### src/rtl/clk_div_pkg.sv
// clk_div_pkg: shared widths, reset config and helpers for the programmable clock divider
package clk_div_pkg;
  localparam int CNT_W_DEF = 16;
  localparam int N_CH_DEF = 4;
  localparam int DEF_DIV_DEF = 2;
  function automatic int ch_w(input int n);
    return (n > 1) ? $clog2(n) : 1;
  endfunction
  localparam int CH_W = ch_w(N_CH_DEF);
  typedef struct packed {
    logic [CNT_W_DEF-1:0] div;
    logic [CNT_W_DEF-1:0] high;
  } div_cfg_t;
  localparam div_cfg_t RST_CFG = '{div: CNT_W_DEF'(DEF_DIV_DEF), high: CNT_W_DEF'(DEF_DIV_DEF / 2)};
endpackage

### src/rtl/clk_div_channel.sv
// clk_div_channel: one divider channel with shadowed config and registered outputs
module clk_div_channel import clk_div_pkg::*; #(
  parameter int CNT_W = CNT_W_DEF,
  parameter int DEF_DIV = DEF_DIV_DEF
) (
  input  logic             CLK_IN,
  input  logic             nRST,
  input  logic             en,
  input  logic             sync,
  input  logic             wr,
  input  logic [CNT_W-1:0] wr_div,
  input  logic [CNT_W-1:0] wr_high,
  output logic             pending,
  output logic             clk_out,
  output logic             tick
);
  logic [CNT_W-1:0] cnt, act_div, act_high, sh_div, sh_high;
  logic bnd, restart;
  // a zero divisor parks the channel, so every cycle counts as a period boundary
  always_comb begin
    bnd = (act_div == '0) ? 1'b1 : (cnt >= act_div - CNT_W'(1));
    restart = ~en | sync | bnd;
  end
  // counter, registered outputs and shadow-to-active config transfer
  always_ff @(posedge CLK_IN) begin
    if (!nRST) begin
      cnt <= '0;
      act_div <= CNT_W'(DEF_DIV);
      act_high <= CNT_W'(DEF_DIV / 2);
      sh_div <= CNT_W'(DEF_DIV);
      sh_high <= CNT_W'(DEF_DIV / 2);
      pending <= 1'b0;
      clk_out <= 1'b0;
      tick <= 1'b0;
    end else begin
      cnt <= restart ? '0 : cnt + CNT_W'(1);
      clk_out <= en && act_div != '0 && cnt < act_high;
      tick <= en && act_div != '0 && cnt == '0;
      if (wr && sync) begin
        act_div <= wr_div;
        act_high <= wr_high;
        pending <= 1'b0;
      end else if (wr) begin
        sh_div <= wr_div;
        sh_high <= wr_high;
        pending <= 1'b1;
      end else if (pending && restart) begin
        act_div <= sh_div;
        act_high <= sh_high;
        pending <= 1'b0;
      end
    end
  end
endmodule

### src/rtl/prog_clk_div.sv
// prog_clk_div: multi-channel programmable divided-clock and tick generator
module prog_clk_div import clk_div_pkg::*; #(
  parameter int N_CH = N_CH_DEF,
  parameter int CNT_W = CNT_W_DEF,
  parameter int DEF_DIV = DEF_DIV_DEF,
  localparam int SEL_W = ch_w(N_CH)
) (
  input  logic             CLK_IN,
  input  logic             nRST,
  input  logic [N_CH-1:0]  ch_en,
  input  logic             sync_all,
  input  logic             cfg_valid,
  output logic             cfg_ready,
  input  logic [SEL_W-1:0] cfg_ch,
  input  logic [CNT_W-1:0] cfg_div,
  input  logic [CNT_W-1:0] cfg_high,
  output logic [N_CH-1:0]  clk_out,
  output logic [N_CH-1:0]  tick
);
  logic [N_CH-1:0] sel, pending, wr;
  // one-hot channel select; an out-of-range channel selects nothing and is always ready
  always_comb begin
    for (int i = 0; i < N_CH; i++) sel[i] = cfg_ch == SEL_W'(i);
    cfg_ready = ~|(sel & pending);
    wr = sel & {N_CH{cfg_valid & cfg_ready}};
  end
  for (genvar c = 0; c < N_CH; c++) begin : g_ch
    clk_div_channel #(.CNT_W(CNT_W), .DEF_DIV(DEF_DIV)) u_ch (
      .CLK_IN(CLK_IN),
      .nRST(nRST),
      .en(ch_en[c]),
      .sync(sync_all),
      .wr(wr[c]),
      .wr_div(cfg_div),
      .wr_high(cfg_high),
      .pending(pending[c]),
      .clk_out(clk_out[c]),
      .tick(tick[c])
    );
  end
endmodule

### config.mk
export PLATFORM = sky130hd
export DESIGN_NAME = prog_clk_div
export DESIGN_NICKNAME = d
export VERILOG_FILES = /design/src/rtl/clk_div_pkg.sv /design/src/rtl/clk_div_channel.sv /design/src/rtl/prog_clk_div.sv
export SDC_FILE = /design/constraint.sdc
export NUM_CORES = 1
export LEC_CHECK = 0
export ABC_CLOCK_PERIOD_IN_PS = 6200
export BUFFER_PORTS_ARGS = -buffer_cell sky130_fd_sc_hd__buf_2
export CAP_MARGIN = 15
export CORE_ASPECT_RATIO = 0.9
export CORE_UTILIZATION = 59
export DETAILED_ROUTE_END_ITERATION = 7
export HOLD_SLACK_MARGIN = 0.06
export PLACE_DENSITY = 0.76
export SLEW_MARGIN = 20
export SYNTH_ARGS = -nofsm -noshare
export SYNTH_HDL_FRONTEND = slang
export SYNTH_SLANG_ARGS = --single-unit
### constraint.sdc
create_clock -name CLK_IN -period 6.2 [get_ports CLK_IN]
set_clock_uncertainty 0.1 [all_clocks]
set_input_delay 0.31 -clock CLK_IN [delete_from_list [all_inputs] [get_ports CLK_IN]]
set_output_delay 0.31 -clock CLK_IN [all_outputs]
set_load 0.005 [all_outputs]
Yosys cells after proc, flatten, opt, wreduce, memory -nomap -nowiden
Index checks and enable logic that the tools add are counted.
{"block": "op_classes", "add_sub_neg": 8, "order_cmp": 8, "n_eq_ne": 7, "n_mux": 36, "bitwise": 20, "reduce_logical": 59}
{"cell": "$mux W16", "n": 24}
{"cell": "$logic_not A16 Y1", "n": 8}
{"cell": "$add A16 B1 Y16 const B", "n": 4}
{"cell": "$ge A16 B16 Y1", "n": 4}
{"cell": "$lt A16 B16 Y1", "n": 4}
{"cell": "$reduce_bool A16 Y1", "n": 4}
{"cell": "$sub A16 B1 Y16 const B", "n": 4}
{"cell": "$logic_and A1 B1 Y1", "n": 20}
{"cell": "$reduce_and A2 Y1", "n": 8}
{"cell": "$reduce_bool A2 Y1", "n": 8}
{"cell": "$reduce_or A2 Y1", "n": 8}
{"cell": "$mux W1", "n": 12}
{"cell": "$not A1 Y1", "n": 9}
{"cell": "$and A4 B4 Y4", "n": 2}
{"cell": "$ne A2 B1 Y1 const B", "n": 4}
{"cell": "$or A1 B1 Y1", "n": 8}
{"cell": "$eq A2 B2 Y1 const B", "n": 2}
{"cell": "$reduce_or A4 Y1", "n": 1}
{"cell": "$eq A2 B1 Y1 const B", "n": 1}
{"cell": "$logic_not A2 Y1", "n": 1}
{"cell": "$and A1 B1 Y1", "n": 1}
{"cell": "$logic_not A1 Y1", "n": 1}
{"block": "word_totals", "reg_bits": 332, "inputBits": 42, "output_inout_bits": 9, "wordCells": 170}

Logic depth before layout (Yosys ltp)
Gate-level depths: netlist of the first run.
{"block": "depth", "word_depth": 9, "mapped_depth": 17, "depth_no_buf": 14}

Hierarchy
From an unflattened synthesis of the first run, not the netlist that was laid out.
{"block": "hier_totals", "hier_cells": 2216, "area_unflattened_um2": 18970.7}
{"module": "clk_div_channel at g_ch[0].u_ch ...", "n_inst": 2, "cells_per_inst": 562, "area_per_inst_um2": 4718.3, "seq_area_each_um2": 1661.6}
{"module": "clk_div_channel at g_ch[3].u_ch", "n_inst": 1, "cells_per_inst": 560, "area_per_inst_um2": 4815.9, "seq_area_each_um2": 1661.6}
{"module": "clk_div_channel at g_ch[1].u_ch", "n_inst": 1, "cells_per_inst": 525, "area_per_inst_um2": 4657.0, "seq_area_each_um2": 1661.6}
{"module": "prog_clk_div", "n_inst": 1, "cells_per_inst": 7, "area_per_inst_um2": 61.3, "seq_area_each_um2": 0.0}

Worst setup path after synthesis of the first run
Ideal clock, no wire load.
{"block": "synth_path", "path_kind": "reg2reg", "from": "register g_ch[3].u_ch.act_div[2]", "to": "register g_ch[3].u_ch.act_div[0]", "arrival_time_ns": 3.563, "required_ns": 5.972, "setup_slack_ns": 2.409, "path_stages_with_launch": 15, "path_buffers": 2, "synth_period_minus_slack_ns": 3.791, "cell_sequence": "dfxtp_1 -> or3_1 -> or3b_1 -> or4_4 -> nor4_1 -> xnor2_1 -> ha_1 -> nand4_1 -> or4_1 -> o2111a_1 -> and2_4 -> buf_6 -> buf_6 -> a221oi_2 -> nor2_1"}
{"block": "synth_between", "elab_chain_len": 7}
{"item": "start: declaration", "line": "clk_div_channel.sv:17", "text": "logic [CNT_W-1:0] cnt, act_div, act_high, sh_div, sh_high;"}
{"item": "start signal: assignment", "line": "clk_div_channel.sv:28", "text": "act_div <= CNT_W'(DEF_DIV);"}
{"item": "start signal: assignment", "line": "clk_div_channel.sv:40", "text": "act_div <= wr_div;"}
{"item": "start signal: assignment", "line": "clk_div_channel.sv:48", "text": "act_div <= sh_div;"}
{"item": "$sub A16 B1 Y16", "line": "clk_div_channel.sv:21", "text": "bnd = (act_div == '0) ? 1'b1 : (cnt >= act_div - CNT_W'(1));"}
{"item": "$ge A16 B16 Y1", "line": "clk_div_channel.sv:21"}
{"item": "$mux W1 (*)", "line": "clk_div_channel.sv:21"}
{"item": "$or A1 B1 Y1 (*)", "line": "clk_div_channel.sv:22", "text": "restart = ~en | sync | bnd;"}
{"item": "$logic_and A1 B1 Y1 (*)", "line": "clk_div_channel.sv:47", "text": "end else if (pending && restart) begin"}
{"item": "$reduce_bool A2 Y1 (no line) (*)"}
{"item": "$reduce_and A2 Y1 (no line) (*)"}
Mark *: on every way between the ends. The rest lies on a longest branch, timed or not.
A chain may end at the register's enable or synchronous reset.

Worst setup path in the final report of the first run
{"block": "layout_path", "from": "register g_ch[3].u_ch.act_div[2]", "to": "register g_ch[3].u_ch.act_high[15]"}
{"block": "layout_between", "elab_chain_len": 7}
{"item": "$sub A16 B1 Y16", "line": "clk_div_channel.sv:21"}
{"item": "$ge A16 B16 Y1", "line": "clk_div_channel.sv:21"}
{"item": "$mux W1 (*)", "line": "clk_div_channel.sv:21"}
{"item": "$or A1 B1 Y1 (*)", "line": "clk_div_channel.sv:22"}
{"item": "$logic_and A1 B1 Y1 (*)", "line": "clk_div_channel.sv:47"}
{"item": "$reduce_bool A2 Y1 (no line) (*)"}
{"item": "$reduce_and A2 Y1 (no line) (*)"}
{"item": "end signal: assignment", "line": "clk_div_channel.sv:29", "text": "act_high <= CNT_W'(DEF_DIV / 2);"}
{"item": "end signal: assignment", "line": "clk_div_channel.sv:41", "text": "act_high <= wr_high;"}
{"item": "end signal: assignment", "line": "clk_div_channel.sv:49", "text": "act_high <= sh_high;"}
{"item": "end: declaration", "line": "clk_div_channel.sv:17"}
Marks and branches as above.

==> results of run 1 <==
[per-layer routing]
| metal | vias to the layer above | wire, um |
|---|---|---|
| met4 | 2 | 2140 |
| met5 | - | 13 |
| met1 | 7606 | 20900 |
| met3 | 114 | 3510 |
| li1 | 7735 | - |
| met2 | 538 | 22700 |
[final cells by class]
cell class,instances,area share
multi-input combinational,1627,0.530
sequential,332,0.342
clock buffer,52,0.0525
tap,403,0.0260
timing repair buffer,80,0.0256
inverter,87,0.0171
clock inverter,9,0.00638
antenna,2,0.000258
[flip-flops by register name, summed over array words and instances, names as in the netlist]
register,cells
g_ch.u_ch.act_div,64
g_ch.u_ch.act_high,64
g_ch.u_ch.cnt,64
g_ch.u_ch.sh_div,64
g_ch.u_ch.sh_high,64
g_ch.u_ch.clk_out,4
g_ch.u_ch.pending,4
g_ch.u_ch.tick,4
[report_power, final]
part | internal, uW | switching [uW] | total [uW]
clock network | 1260 | 863 | 2120
logic | 174 | 316 | 490
registers | 2190 | 47.4 | 2240
[synthesized netlist by cell type (32+ instances only)]
cell type  count  share of area
xnor2_1       53          0.026
inv_1         85          0.018
a311oi_1      32          0.016
nor3_1       101          0.028
clkbuf_1     146          0.030
nand2_1      329          0.069
dfxtp_1      332           0.37
nor2_1       203          0.042
o21ai_0       74          0.021
or3_1         36          0.013
a21oi_1      190          0.053
nand3_1       60          0.017
xor2_1        56          0.027
ha_1         136          0.095
[per-stage QoR]
| stage | cells | utilization | instance area, um2 | total power (uW) | worst slack (ps) |
|---|---|---|---|---|---|
| 6_report | 2592 | 0.648 | 19400 | 4850 | 1520 |
| 5_1_grt | 2592 | 0.648 | 19400 | 5030 | 1160 |
| 4_1_cts | 2590 | 0.648 | 19400 | 4870 | 1520 |
| 3_5_place_dp | 2520 | 0.607 | 18200 | 2760 | 1550 |
| 3_3_place_gp | 2520 | 0.607 | 18200 | 2740 | 1680 |
| 2_1_floorplan | 2228 | - | 18000 | 2630 | 2410 |
[path summary, 6_finish.rpt]
check | from | to | cells after the start
max reg2reg | g_ch[3].u_ch.act_div[2] | g_ch[3].u_ch.act_high[15] | 15
min | cfg_high[1] | g_ch[2].u_ch.sh_high[1] | 3
min reg2reg | g_ch[2].u_ch.sh_div[6] | g_ch[2].u_ch.sh_div[6] | 2
max | g_ch[3].u_ch.act_div[2] | g_ch[3].u_ch.act_high[15] | 15
[worst reg2reg max path: stages, from the launching register on]
cell and delay, ps:
dfxtp_1 360, or3_1 400, nor3_1 260, nand2b_1 120, nor4_1 670, nand2_1 140, xor2_1 180, ha_1 310
and4_1 220, o31ai_1 70, or4_1 390, o2111a_1 220, a21oi_4 480, buf_4 430, a221oi_2 130, nor2_1 120
[cells by family (layout without fill, tap and decap cells)]
group                    count (synthesis)  after routing  synth area share
AND/OR/NAND/NOR                        868            868             0.219
buffers and inverters                  269            228            0.0613
flip-flops                             332            332             0.370
XOR/XNOR                               109            109            0.0531
AO/OA/AOI/OAI                          511            511             0.200
other                                    0              2                 0
adder cells (fa/ha/maj)                136            136            0.0946
multiplexers                             3              3           0.00244
[timing repair]
action / CTS / global route
hold buffers: 9 / 0
gates resized for setup: 0 / 0
hold endpoints to repair: 17 / 0
[layout by cell type (no fill, tap or decap), drive strengths merged, types with 32 or more instances in the layout]
| master | synthesis | layout |
|---|---|---|
| buf | 20 | 71 |
| inv | 86 | 87 |
| xnor2 | 53 | 53 |
| dfxtp | 332 | 332 |
| or3 | 36 | 36 |
| clkbuf | 162 | 52 |
| nor2 | 203 | 203 |
| xor2 | 56 | 56 |
| nor3 | 101 | 101 |
| a21oi | 190 | 190 |
| nand3 | 60 | 60 |
| a311oi | 32 | 32 |
| nand2 | 329 | 329 |
| o21ai | 79 | 79 |
| ha | 136 | 136 |
==> flow_summary.ini, run 1 <==
[status]
outcome = completed

[logic_synthesis]
syn_nets = 2406
synth_edf_count = 0
synthCells = 2228
synth.cell_area_um2 = 18000
ys_async_sr_fraction = 0
synthFlopType = dfxtp_1
syn_area_per_cell_um2 = 8.07
ys_types = 66
yosys_warnings = 0
seq_area_frac_synth = 0.370
ys_ff_latch = 332

[detailed_routing]
drt_wl_total_mm = 49.3
via_count = 16000
first_pass_iters = 7
wl_per_cell_um = 19.0
ant_nets = 0
avgViaCountPerCell = 6.17
drc = 0
drtIter0Drc = 1406

[die]
ios = 51
die_x_um = 186
die_y_um = 168
rows = 60
start_util = 0.600
dieArea_um2 = 31200
coreArea_um2 = 30000

[global_route]
use_met1 = 0.413
grt_pass1_vias = 15300
antenna_found_initial = 3
grt_pass1_wl_mm = 79.4
grt_usage = 0.320
gr-total-overflow = 0
met3_usage = 0.0542
grt_use_met2 = 0.519
grt_max_degree = 133
grt.busiest_layer = met2

[setup_path]
cpLargestDelayFamily = simple AND/OR/NAND/NOR gates
ff2ff_setup_slack_ps = 1520
slowest_delay_ps = 670
cp_max_fo = 19
crit_path_top_delay_cell = nor4_1
crit_path_end_kind = flop
cp.arrival_ps = 5030
required_ps = 6550
crit_path_start_kind = flop
path_class = reg2reg
critPathBufInv = 1
path_cells = or3_1, nor3_1, nand2b_1, nor4_1, nand2_1, xor2_1, ha_1, and4_1, o31ai_1, or4_1, o2111a_1, a21oi_4, buf_4, a221oi_2, nor2_1

[sta]
finalSetupTns_ps = 0
fmax_mhz = 214
grt_setup_unrepaired = no
layout_worst_path_cycle_share = 0.755
period_minus_slack_ps = 4680
setup_viol = 0
report.final.hold_viol_count = 0
tightestPinTransition_ps = 1110
drv_slew = 0
hold_ws_ps = 75.6
relSlewSlack = 0.261

[layout]
drive_above_1_share = 0.0814
fill_cells = 2549
area.sequential_um2 = 6650
nets = 2341
area_growth_pct = 8.03
multi_input_area_um2 = 10300

[clock_tree]
clock_path_buffers = 3
clk_pin_slew_worst_paths_ps = 60
clock-sinks = 332
numCtsBuffers = 35
insertion_delay_ps = 530
cts_tree = done
htreeDepth = 2
cts-root-buf = clkbuf_16
postCtsSetupRepairBufs = 0

[place]
gp_congestion = 0.912
dp_hpwl_mm = 32.3
io_buffers = 50

[min_path]
hold_class = in2reg

[pwr]
powerDensity_nw_per_um2 = 250
peakVddDrop_mv = 0.241
leakagePower_uw = 0.00744

[flow_run]
cap_violations = 0
Power figures use the tool's default switching activity.
==> run 2, diff against run 1 <==
Settings changed: ABC_CLOCK_PERIOD_IN_PS 6200 to 4000, CORE_UTILIZATION 59 to 57, PLACE_DENSITY 0.76 to 0.77.
Clock period 6.2 ns to 4 ns, I/O delays scaled along.
==> flow_summary.ini, run 2 (synthesized netlist as in run 1, its figures left out) <==
[die]
start_util = 0.580
die_x_um = 189
ios = 51
dieArea_um2 = 32300
die_y_um = 170
rows = 61
coreArea_um2 = 31000

[layout]
num_antenna_cells = 0
area_growth_pct = 12.9
drive_above_1_share = 0.100
final_cell_mix = 330 x dfxtp_1, 328 x nand2_1, 197 x nor2_1, 188 x a21oi_1, 135 x ha_1
multi_input_area_um2 = 10400
area.sequential_um2 = 6650
layout.cells.non_filler = 2650
nets = 2391
fill_cells = 2612
final_common_cell = dfxtp_1

[detailed_routing]
wl_per_cell_um = 19.4
ant_nets = 0
drc = 0
via_count = 16500
avgViaCountPerCell = 6.22
drtIter0Drc = 1387
drt_wl_total_mm = 51.5
first_pass_iters = 5

[setup_path]
required_ps = 4340
r2r-start = g_ch[3].u_ch.act_div[2]
critPathLaunch = g_ch[3].u_ch.act_div[2]
path_class = reg2reg
critPathBufInv = 3
crit_path_top_delay_cell = or4_4
cp_max_fo = 6
crit_path_start_kind = flop
path_cells = or3_4, or3b_4, or4_4, nor2_1, xnor2_1, ha_1, nand4_1, or4_1, o2111a_2, buf_6, a21oi_4, buf_12, buf_12, a221oi_2, nor2_1
reg2reg_depth = 15
r2r-end = g_ch[3].u_ch.act_div[4]
ff2ff_setup_slack_ps = -20
cp.arrival_ps = 4360
slowest_delay_ps = 550
crit_path_end_kind = flop
cpLargestDelayFamily = simple AND/OR/NAND/NOR gates

[min_path]
hold_class = in2reg
hold_path_depth = 4
worstHoldStart = ch_en[3]
worstHoldEndpoint = g_ch[3].u_ch.tick

[global_route]
grt_use_met2 = 0.518
gr-total-overflow = 0
grt_pass1_vias = 15600
met3_usage = 0.0462
grt_pass1_wl_mm = 81.0
antenna_found_initial = 0
grt_usage = 0.311
grt_max_degree = 125
use_met1 = 0.394
grt.busiest_layer = met2

[pwr]
total_power_uw = 7860
clock_power_share = 0.452
leakagePower_uw = 0.00779
powerDensity_nw_per_um2 = 387
p_comb_frac = 0.107
p_int_uw = 5900
switching_share = 0.250
seqPwrFrac = 0.441
p_sw_uw = 1970
peakVddDrop_mv = 0.334

[sta]
hold_ws_ps = 194
finalWorstSetupSlack_ps = -15.1
period_minus_slack_ps = 4020
fmax_mhz = 249
layout_worst_path_cycle_share = 1.00
relSlewSlack = 0.378
grt_setup_unrepaired = yes
report.final.hold_viol_count = 0
tightestPinTransition_ps = 933
setup_viol = 2
drv_slew = 0

[clock_tree]
htreeDepth = 2
insertion_delay_ps = 530
clock-sinks = 332
cts-root-buf = clkbuf_16
numCtsBuffers = 36
clk_pin_slew_worst_paths_ps = 60
cts_tree = done
clock_path_buffers = 3

[flow_run]
cap_violations = 0

[status]
violations = negative setup slack
outcome = finished with violations

[place]
io_buffers = 50
place_ws_ps = -44.8
dp_hpwl_mm = 32.8
place_inst = 2540
gp_congestion = 0.913
-- run 2: power by group through the flow --
stage / clock network [uW] / logic, uW / registers (uW)
2_1_floorplan: 0 / 559 / 3510
3_3_place_gp: 0 / 744 / 3530
3_5_place_dp: 0 / 770 / 3530
4_1_cts: 3600 / 803 / 3460
5_1_grt: 3730 / 913 / 3480
6_report: 3560 / 838 / 3470
-- run 2: worst max path at each step --
stage / endpoint / slack [ps] / cells past startpoint
floorplan: g_ch[3].u_ch.act_div[2] / 210 / 14
global placement: g_ch[3].u_ch.act_div[1] / 50 / 12
detailed placement: g_ch[3].u_ch.act_high[0] / -40 / 12
CTS: g_ch[3].u_ch.act_high[0] / 60 / 13
global route: g_ch[3].u_ch.act_div[4] / -100 / 16
finish: g_ch[3].u_ch.act_div[4] / -20 / 15
-- run 2: worst min-delay path, delay by kind of cell --
kind | cells | cell delay [ps]
AO/OA/AOI/OAI | 1 | 230
AND/OR/NAND/NOR | 2 | 220
buffers and inverters | 1 | 120
-- run 2: what timing repair did --
item,4_1_cts,5_1_grt
gates cloned,0,6
hold endpoints to repair,162,0
pin swaps,0,30
gates resized for setup,6,24
buffers inserted,0,3
hold buffers,35,0
endpoints found under the setup margin,10,99
-- run 2: layer usage --
layer | wire [um] | part of all wire
met1 | 21400 | 0.42
met2 | 23800 | 0.46
met3 | 3670 | 0.071
met4 | 2610 | 0.051
met5 | 0 | 0
-- run 2: cell type report --
cell class                      instances  area share
Timing Repair Buffer                  127      0.0536
Clock inverter                         10     0.00795
Tap cell                              409      0.0252
Clock buffer                           56      0.0550
Sequential cell                       332       0.328
Inverter                               87      0.0163
Multi-Input combinational cell       1629       0.514
-- run 2: metrics by stage --
stage	setup TNS (ps)	area, um2	utilization
after floorplan	0	18000	-
after global placement	0	18400	0.593
after detailed placement	-48.8	18400	0.594
after CTS	0	20000	0.647
after global routing	-1950	20300	0.655
final	-15.5	20300	0.655
